$ cat src/rtl/key_debounce_pulse.sv
// key_debounce_pulse: per-key two-flop synchroniser, hold-time debouncer and
// registered press/release strobes for active-low mechanical push-buttons.
// Every output comes straight from a flop; nothing combinational reaches the
// outputs from key_n.
module key_debounce_pulse #(
    parameter int N_KEYS          = 4,
    parameter int DEBOUNCE_CYCLES = 1000000,
    parameter int CNT_W           = 20
) (
    input  logic              clk,
    input  logic              rst_n,
    input  logic [N_KEYS-1:0] key_n,
    output logic [N_KEYS-1:0] key_level,
    output logic [N_KEYS-1:0] press_pulse,
    output logic [N_KEYS-1:0] release_pulse,
    output logic              any_pressed
);

    // Terminal count: a new value is accepted on the cycle the counter sits here.
    localparam logic [CNT_W-1:0] LAST_CNT = CNT_W'(DEBOUNCE_CYCLES - 1);

    logic [N_KEYS-1:0] r_sync_p0;
    logic [N_KEYS-1:0] r_sync_p1;
    logic [CNT_W-1:0]  r_cnt [N_KEYS];
    logic [N_KEYS-1:0] r_level;
    logic [N_KEYS-1:0] r_press;
    logic [N_KEYS-1:0] r_release;
    logic              r_any;

    logic [N_KEYS-1:0] w_x;
    logic [N_KEYS-1:0] w_accept;
    logic [N_KEYS-1:0] w_level_nxt;

    // Two-flop synchroniser; reset value 1 means "released" on the active-low input.
    always_ff @(posedge clk or negedge rst_n) begin
        if (!rst_n) begin
            r_sync_p0 <= '1;
            r_sync_p1 <= '1;
        end else begin
            r_sync_p0 <= key_n;
            r_sync_p1 <= r_sync_p0;
        end
    end

    // Decide per key whether the synchronised value has been held long enough.
    always_comb begin
        w_x         = ~r_sync_p1;
        w_accept    = '0;
        w_level_nxt = r_level;
        for (int i = 0; i < N_KEYS; i++) begin
            if ((w_x[i] != r_level[i]) && (r_cnt[i] == LAST_CNT)) begin
                w_accept[i]    = 1'b1;
                w_level_nxt[i] = w_x[i];
            end
        end
    end

    // Hold counters: cleared whenever the input agrees with the accepted level
    // or a transition is accepted, so they never reach wrap-around.
    always_ff @(posedge clk or negedge rst_n) begin
        if (!rst_n) begin
            for (int i = 0; i < N_KEYS; i++) begin
                r_cnt[i] <= '0;
            end
        end else begin
            for (int i = 0; i < N_KEYS; i++) begin
                if (w_x[i] == r_level[i]) begin
                    r_cnt[i] <= '0;
                end else if (w_accept[i]) begin
                    r_cnt[i] <= '0;
                end else begin
                    r_cnt[i] <= r_cnt[i] + CNT_W'(1);
                end
            end
        end
    end

    // Registered level, one-cycle strobes and the any-key flag updated together.
    always_ff @(posedge clk or negedge rst_n) begin
        if (!rst_n) begin
            r_level   <= '0;
            r_press   <= '0;
            r_release <= '0;
            r_any     <= 1'b0;
        end else begin
            r_level   <= w_level_nxt;
            r_press   <= w_accept & w_x;
            r_release <= w_accept & ~w_x;
            r_any     <= |w_level_nxt;
        end
    end

    assign key_level     = r_level;
    assign press_pulse   = r_press;
    assign release_pulse = r_release;
    assign any_pressed   = r_any;

endmodule
$ cat config.mk
export PLATFORM = sky130hd
export DESIGN_NAME = key_debounce_pulse
export DESIGN_NICKNAME = d
export VERILOG_FILES = /design/src/rtl/key_debounce_pulse.sv
export SDC_FILE = /design/constraint.sdc
export NUM_CORES = 1
export LEC_CHECK = 0
export ABC_CLOCK_PERIOD_IN_PS = 2550
export CAP_MARGIN = 15
export CORE_MARGIN = 2
export CORE_UTILIZATION = 50
export CTS_CLUSTER_SIZE = 24
export DETAILED_ROUTE_END_ITERATION = 7
export PLACE_DENSITY = 0.71
export SYNTH_ARGS = -nofsm -noshare
export SYNTH_HDL_FRONTEND = slang
export SYNTH_SLANG_ARGS = --single-unit
$ cat constraint.sdc
create_clock -name clk -period 2.55 [get_ports clk]
set_input_delay 0.255 -clock clk [delete_from_list [all_inputs] [get_ports clk]]
set_output_delay 0.255 -clock clk [all_outputs]
set_load 0.02 [all_outputs]
==> summary.txt, run 1 <==
Run status
  • Status: finished, final reports clean

Power and ir drop
  • Psw: between 0.6 and 0.7 mW
  • Sw Ratio: 0.227
  • Max rail drop VDD: 0.000288 V
  • Clock share of power: 0.371
  • Share of power burned in registers: 0.595
  • Internal power: 2.15 mW
  • P_leak: between 2 and 2.5 nW
  • Logic pwr share: 0.034
  • Pwr Density: 553 nW/µm²

Detailed routing
  • DR pass1 iterations: 4
  • Final WL: between 7 and 8 mm
  • Final ANT Viol Nets: 0
  • Via/cell ratio: 5.32
  • DR WL/cell: 13.3 µm
  • Via Count: roughly 3000
  • Starting DRT DRC Count: ~110
  • Residual DRC: 0

Floorplanning
  • Core Region: 8720 µm²
  • Standard-cell rows: 34
  • Starting Density: 0.514
  • Die X-Extent: about 99 µm
  • Die area: between 9000 and 10000 µm²
  • Die Y: a little under 100 µm
  • Io pins: 19

STA
  • Fmax: ~0.43 GHz
  • Worst Tran Pin Value: 0.790 ns
  • Setup violators final: 0
  • Final min period: 2.32 ns
  • Final hold vios: 0
  • Min Hold Slack: 0.294 ns
  • Max-slew violations: 0
  • RSZ-0062 raised after global routing: no
  • Setup TNS Final: 0 ns
  • Worst slew margin: 0.468
  • Worst Skew: 0.0140 ns
  • Fin crit share: 0.908

Global routing
  • First-pass GRT wire length: 13.6 mm
  • Largest net degree at the start of global routing: 54
  • Vias in the first global route: ~3000
  • Total global routing track utilization: 0.169
  • GRT overflow: 0
  • Antenna violations before repair: 0

Place
  • I/O Buffers: 18
  • Post-DP Area: 4810 µm²
  • Dpl hpwl: 5.21 mm
  • GP Congestion: between 0.8 and 0.9

Worst setup path
  • CP max stage delay: slightly above 0.6 ns
  • Critical-path cell list: ha_1 > nand3_2 > or4_4 > mux2i_4 > or4_1
  • Critical path type: reg2reg
  • Worst Path Buf+Inv: 0
  • Crit-path max FO: 6
  • R2r startpoint: r_cnt[0]
  • Cell depth of the worst flop-to-flop path: 5
  • Worst reg-to-reg setup slack: 0.23 ns
  • CP Launch Type: flop
  • CP arrival: ~2.6 ns
  • Critical path required time: around 2.8 ns
  • Slowest CP cell: or4_4
  • Worst path depth: 5
  • Delay-heaviest family, CP: simple AND/OR/NAND/NOR gates
  • Crit end category: flop
  • FF-to-FF End: any_pressed

Yosys
  • Synth Flop Type: dfrtp_1
  • Net count after synthesis: 434
  • Flops & latches, synth: 101
  • Yosys synthesis warning count: 0
  • Share of the yosys chip area belonging to registers: 0.566
  • Ys async rst share: 1.00
  • Yosys top cell area share: 0.520
  • Most area-hungry cell type in the Yosys netlist: dfrtp_1
  • Post-Synthesis Cells: 424
  • Ranking of synthesized cells by area: dfrtp_1 (52%), xor2_1 (8.2%), nor2_1 (7.8%)
  • Mapped Area: 4480 µm²
  • Mean Syn Cell Area: 10.6 µm²
  • Post-synth EDFFs: 0
  • Post-synth top cells: dfrtp_1 (93), nor2_1 (93), xor2_1 (42), xnor2_1 (34), nand2_1 (29)
  • Unique cell type count in the Yosys netlist: 31

Hold path
  • Worst Hold Class: in2reg
  • Hold depth: 1
  • Worst Hold Launch: key_n[3]
  • WHS Endpoint: r_sync_p0[3]

Final layout
  • N_diodes: 0
  • FF+latch area: 2540 µm²
  • Fillers: 741
  • Post-layout util: 0.576
  • Post-route design area: 5020 µm²
  • Synth-to-layout area growth: 12.2%
  • Nets: 463
  • Multi-input gate area: 1880 µm²
  • Share of cells above drive strength 1: 0.0786

CTS
  • Clk Latency, worst-skew pair: about 0.37 ns
  • Root buf cell: clkbuf_8
  • CTS buffer count: 9
  • H-tree depth: 3
  • Post-CTS setup buffer count: 0
  • Cts repair resizes: 0
  • Clk buf depth: 2
  • Register clock-pin slew on the reported worst setup and hold paths: about 0.090 ns
  • CTS tree: yes
  • Sink Count: roughly 100

Flow run
  • MaxCap Viol Count: 0
-- per-stage QoR --
stage,instances,power (mW),worst slack [ns]
after floorplan,424,1.72,0.284
after global placement,549,1.78,0.279
after detailed placement,549,1.78,0.244
after CTS,566,2.82,0.224
after global routing,566,2.89,0.122
final,566,2.78,0.235
-- cell families (layout without fill, tap and decap cells) --
family                   Yosys count  after routing  synth area share
XOR/XNOR                          76             76             0.149
adder cells (fa/ha/maj)            4              4            0.0112
buffers and inverters             13             47            0.0137
flip-flops                       101            101             0.566
multiplexers                       4              4            0.0117
AND/OR/NAND/NOR                  226            226             0.248
-- worst max path at each step --
stage,startpoint,endpoint,slack (ns)
after floorplan,r_cnt[12],any_pressed,0.28
after global placement,r_cnt[12],any_pressed,0.28
after detailed placement,r_cnt[0],any_pressed,0.24
after CTS,r_cnt[0],any_pressed,0.22
after global routing,r_cnt[0],any_pressed,0.12
final,r_cnt[0],any_pressed,0.23
-- flip-flops by register name, indices dropped and copies added, names as in the netlist --
register and cells:
press_pulse 4, any_pressed 1, r_cnt 80, key_level 4, r_sync_p0 4, r_sync_p1 4, release_pulse 4
-- layer usage --
layer	part of all wire	track usage	wire length (µm)	vias up
li1	-	-	-	1490
met1	0.50	0.245	3760	1479
met2	0.46	0.259	3480	34
met3	0.028	0.0404	212	7
met4	0.011	0.0474	83	0
met5	0	0	0	-
-- cell usage in the layout (no fill, tap or decap), drive strengths merged, types with 2 or more instances in the layout --
cell	count
and3	13
and4	6
buf	6
clkbuf	10
clkdlybuf4s50	17
clkinv	2
dfrtp	93
dfstp	8
ha	4
inv	9
mux2i	4
nand2	30
nand3	28
nand3b	2
nand4	22
nor2	93
nor3	13
nor4	8
nor4b	5
or4	3
xnor2	34
xor2	42
-- final cells by class --
class	count	share of cell area
clock buffer	10	0.0274
clock inverter	6	0.0137
inverter	7	0.00523
multi-input combinational	310	0.374
sequential	101	0.505
tap	108	0.0269
timing repair buffer	24	0.0473
-- worst reg2reg max path: stages, from the launching register on --
cell and delay [ns]:
dfrtp_1 0.44, ha_1 0.32, nand3_2 0.12, or4_4 0.61
mux2i_4 0.21, or4_1 0.49
-- power by group through the flow --
stage	logic [mW]	registers (mW)	clock network, mW
after floorplan	0.0415	1.68	0
after global placement	0.0964	1.68	0
after detailed placement	0.0966	1.68	0
after CTS	0.0991	1.65	1.07
after global routing	0.110	1.66	1.13
final	0.0949	1.65	1.03
-- repair_timing --
action,4_1_cts,5_1_grt
endpoints found under the hold margin,50,0
hold buffers,1,0
setup endpoints to repair,0,0
No activity file was read; power rests on OpenSTA's default activity.
==> run 2, diff against run 1 <==
Settings changed: CAP_MARGIN 15 to 20, PLACE_DENSITY 0.71 to 0.74.
==> run 2 against run 1 <==
Net effect: clock skew fell by 0.0016 ns; register-to-register slack worse by 0.05 ns; combinational power down 0.7%; critical path depth is the same; first-iteration DRC count is 27% higher; via count increased by 0.27%; largest cell class unchanged; largest power group unchanged; highest routed layer unchanged.
==> summary.txt, run 2 (synthesis gave the netlist of run 1 again) <==
STA
  • Max-slew violations: 0
  • Final min period: 2.36 ns
  • Final Worst Setup Slack: approximately 0.19 ns
  • RSZ-0062 raised after global routing: no
  • Fmax: approximately 0.42 GHz
  • Min Hold Slack: 0.298 ns
  • Final hold vios: 0
  • Worst slew margin: 0.529
  • Fin crit share: 0.927
  • Worst Tran Pin Value: 0.699 ns
  • Setup violators final: 0
  • Setup TNS Final: 0 ns
  • Worst Skew: roughly 0.012 ns

Floorplanning
  • Standard-cell rows: 34
  • Io pins: 19
  • Die Y: slightly below 100 µm
  • Starting Density: 0.514
  • Core Region: 8720 µm²
  • Die area: 9730 µm²
  • Die X-Extent: 98.7 µm

Final layout
  • Nets: around 460
  • Largest register FFs: 80
  • Synth-to-layout area growth: 11.5%
  • Largest register by flop count: r_cnt
  • Most frequent cells in the layout: nor2_1 (93), dfrtp_1 (93), xor2_1 (42)
  • Share of cells above drive strength 1: 0.0700
  • Post-Layout Cell Count: 565
  • N_diodes: 0

Worst setup path
  • Crit end category: flop
  • CP arrival: 2.59 ns
  • CP Launch Type: flop
  • Cell depth of the worst flop-to-flop path: 5
  • Critical path required time: 2.78 ns
  • Worst Setup EP: any_pressed
  • Worst reg-to-reg setup slack: 0.19 ns
  • Critical path type: reg2reg
  • FF-to-FF End: any_pressed
  • R2r startpoint: r_cnt[6]
  • Crit-path max FO: 6
  • CP startpoint: r_cnt[6]

Hold path
  • Worst Hold Class: in2reg

Global routing
  • Largest net degree at the start of global routing: 62
  • Vias in the first global route: 2969
  • Met1 Usage GRT: 0.236
  • GR Layer Usage met3: 0.0447
  • Met2 usage: 0.271
  • Total global routing track utilization: 0.173
  • Antenna violations before repair: 0
  • Gr busiest metal: met2
  • GRT overflow: 0
  • First-pass GRT wire length: 13.7 mm

Detailed routing
  • Final ANT Viol Nets: 0
  • Residual DRC: 0
  • DR WL/cell: 13.8 µm
  • Final WL: roughly 7.8 mm
  • DR pass1 iterations: 4
  • Via Count: 3018
  • Starting DRT DRC Count: 135
  • Via/cell ratio: 5.34

Place
  • Dpl hpwl: about 5.3 mm
  • GP Congestion: between 0.9 and 1
  • Worst slack, placed: between 0.2 and 0.25 ns
  • Placed cells: 548
  • I/O Buffers: 18

CTS
  • CTS buffer count: 9
  • Root buf cell: clkbuf_8
  • Clk Latency, worst-skew pair: 0.36 ns
  • Post-CTS setup buffer count: 0
  • Register clock-pin slew on the reported worst setup and hold paths: 0.09 ns
  • H-tree depth: 3
  • CTS tree: yes
  • Sink Count: a little over 100
  • Clk buf depth: 2

Run status
  • Status: finished, final reports clean

Flow run
  • MaxCap Viol Count: 0

Power and ir drop
  • P_leak: 2.15 nW
  • Pwr Density: between 500 and 600 nW/µm²
  • Max rail drop VDD: around 0.00027 V
run 2: changes by cell type in the layout (fill, tap and decap cells not counted):
cell        change
clkbuf_8        -1
clkinvlp_4      -1
inv_6           -2
clkbuf_1        +3
buf_4           -1
clkinv_2        +1
run 2: worst min path at each step:
stage                        start           end  slack, ns  cells after the start
after floorplan              rst_n   any_pressed      -0.04                      0
after global placement       rst_n     r_cnt[72]       0.27                      1
after detailed placement     rst_n     r_cnt[72]       0.27                      1
after CTS                 key_n[3]  r_sync_p0[3]       0.28                      1
after global routing      key_n[1]  r_sync_p0[1]       0.28                      1
final                     key_n[1]  r_sync_p0[1]       0.30                      1
run 2: stage by stage:
| stage | instance area, µm² | util | power, mW |
|---|---|---|---|
| 6_report | 4990 | 0.573 | 2.72 |
| 2_1_floorplan | 4480 | - | 1.72 |
| 5_1_grt | 4990 | 0.573 | 2.83 |
| 4_1_cts | 4990 | 0.573 | 2.75 |
| 3_5_place_dp | 4800 | 0.550 | 1.78 |
| 3_3_place_gp | 4800 | 0.550 | 1.78 |
run 2: area by class of cell:
class                      instances  area (µm²)
fill                             707        3730
clock buffer                      12         135
sequential                       101        2540
timing repair buffer              23         230
inverter                           7        26.3
multi-input combinational        310        1880
tap                              108         135
clock inverter                     4        48.8
run 2: routing by layer:
metal / part of all wire / vias to the layer above
li1: - / 1489
met1: 0.48 / 1467
met2: 0.46 / 54
met3: 0.036 / 8
met4: 0.015 / 0
met5: 0 / -
run 2: where the power goes:
| group | internal [mW] | switching (mW) |
|---|---|---|
| Combinational | 0.0320 | 0.0623 |
| Clock | 0.454 | 0.517 |
| Sequential | 1.63 | 0.0240 |
run 2: worst max-delay path, cell delays in order (launching register included):
cell,delay (ns)
dfrtp_1,0.46
nor4b_1,0.37
nand3b_1,0.12
or4_4,0.59
mux2i_4,0.21
or4_1,0.49
run 2: what timing repair did:
action	CTS	global route
hold endpoints to repair	38	0
hold buffers	1	0
resized for setup	0	0
==> run 3, diff against run 2 <==
Settings changed: GPL_ROUTABILITY_DRIVEN set to 0.
==> results of run 3 <==
The final DEF is identical to that of run 2; final timing and power are the same.
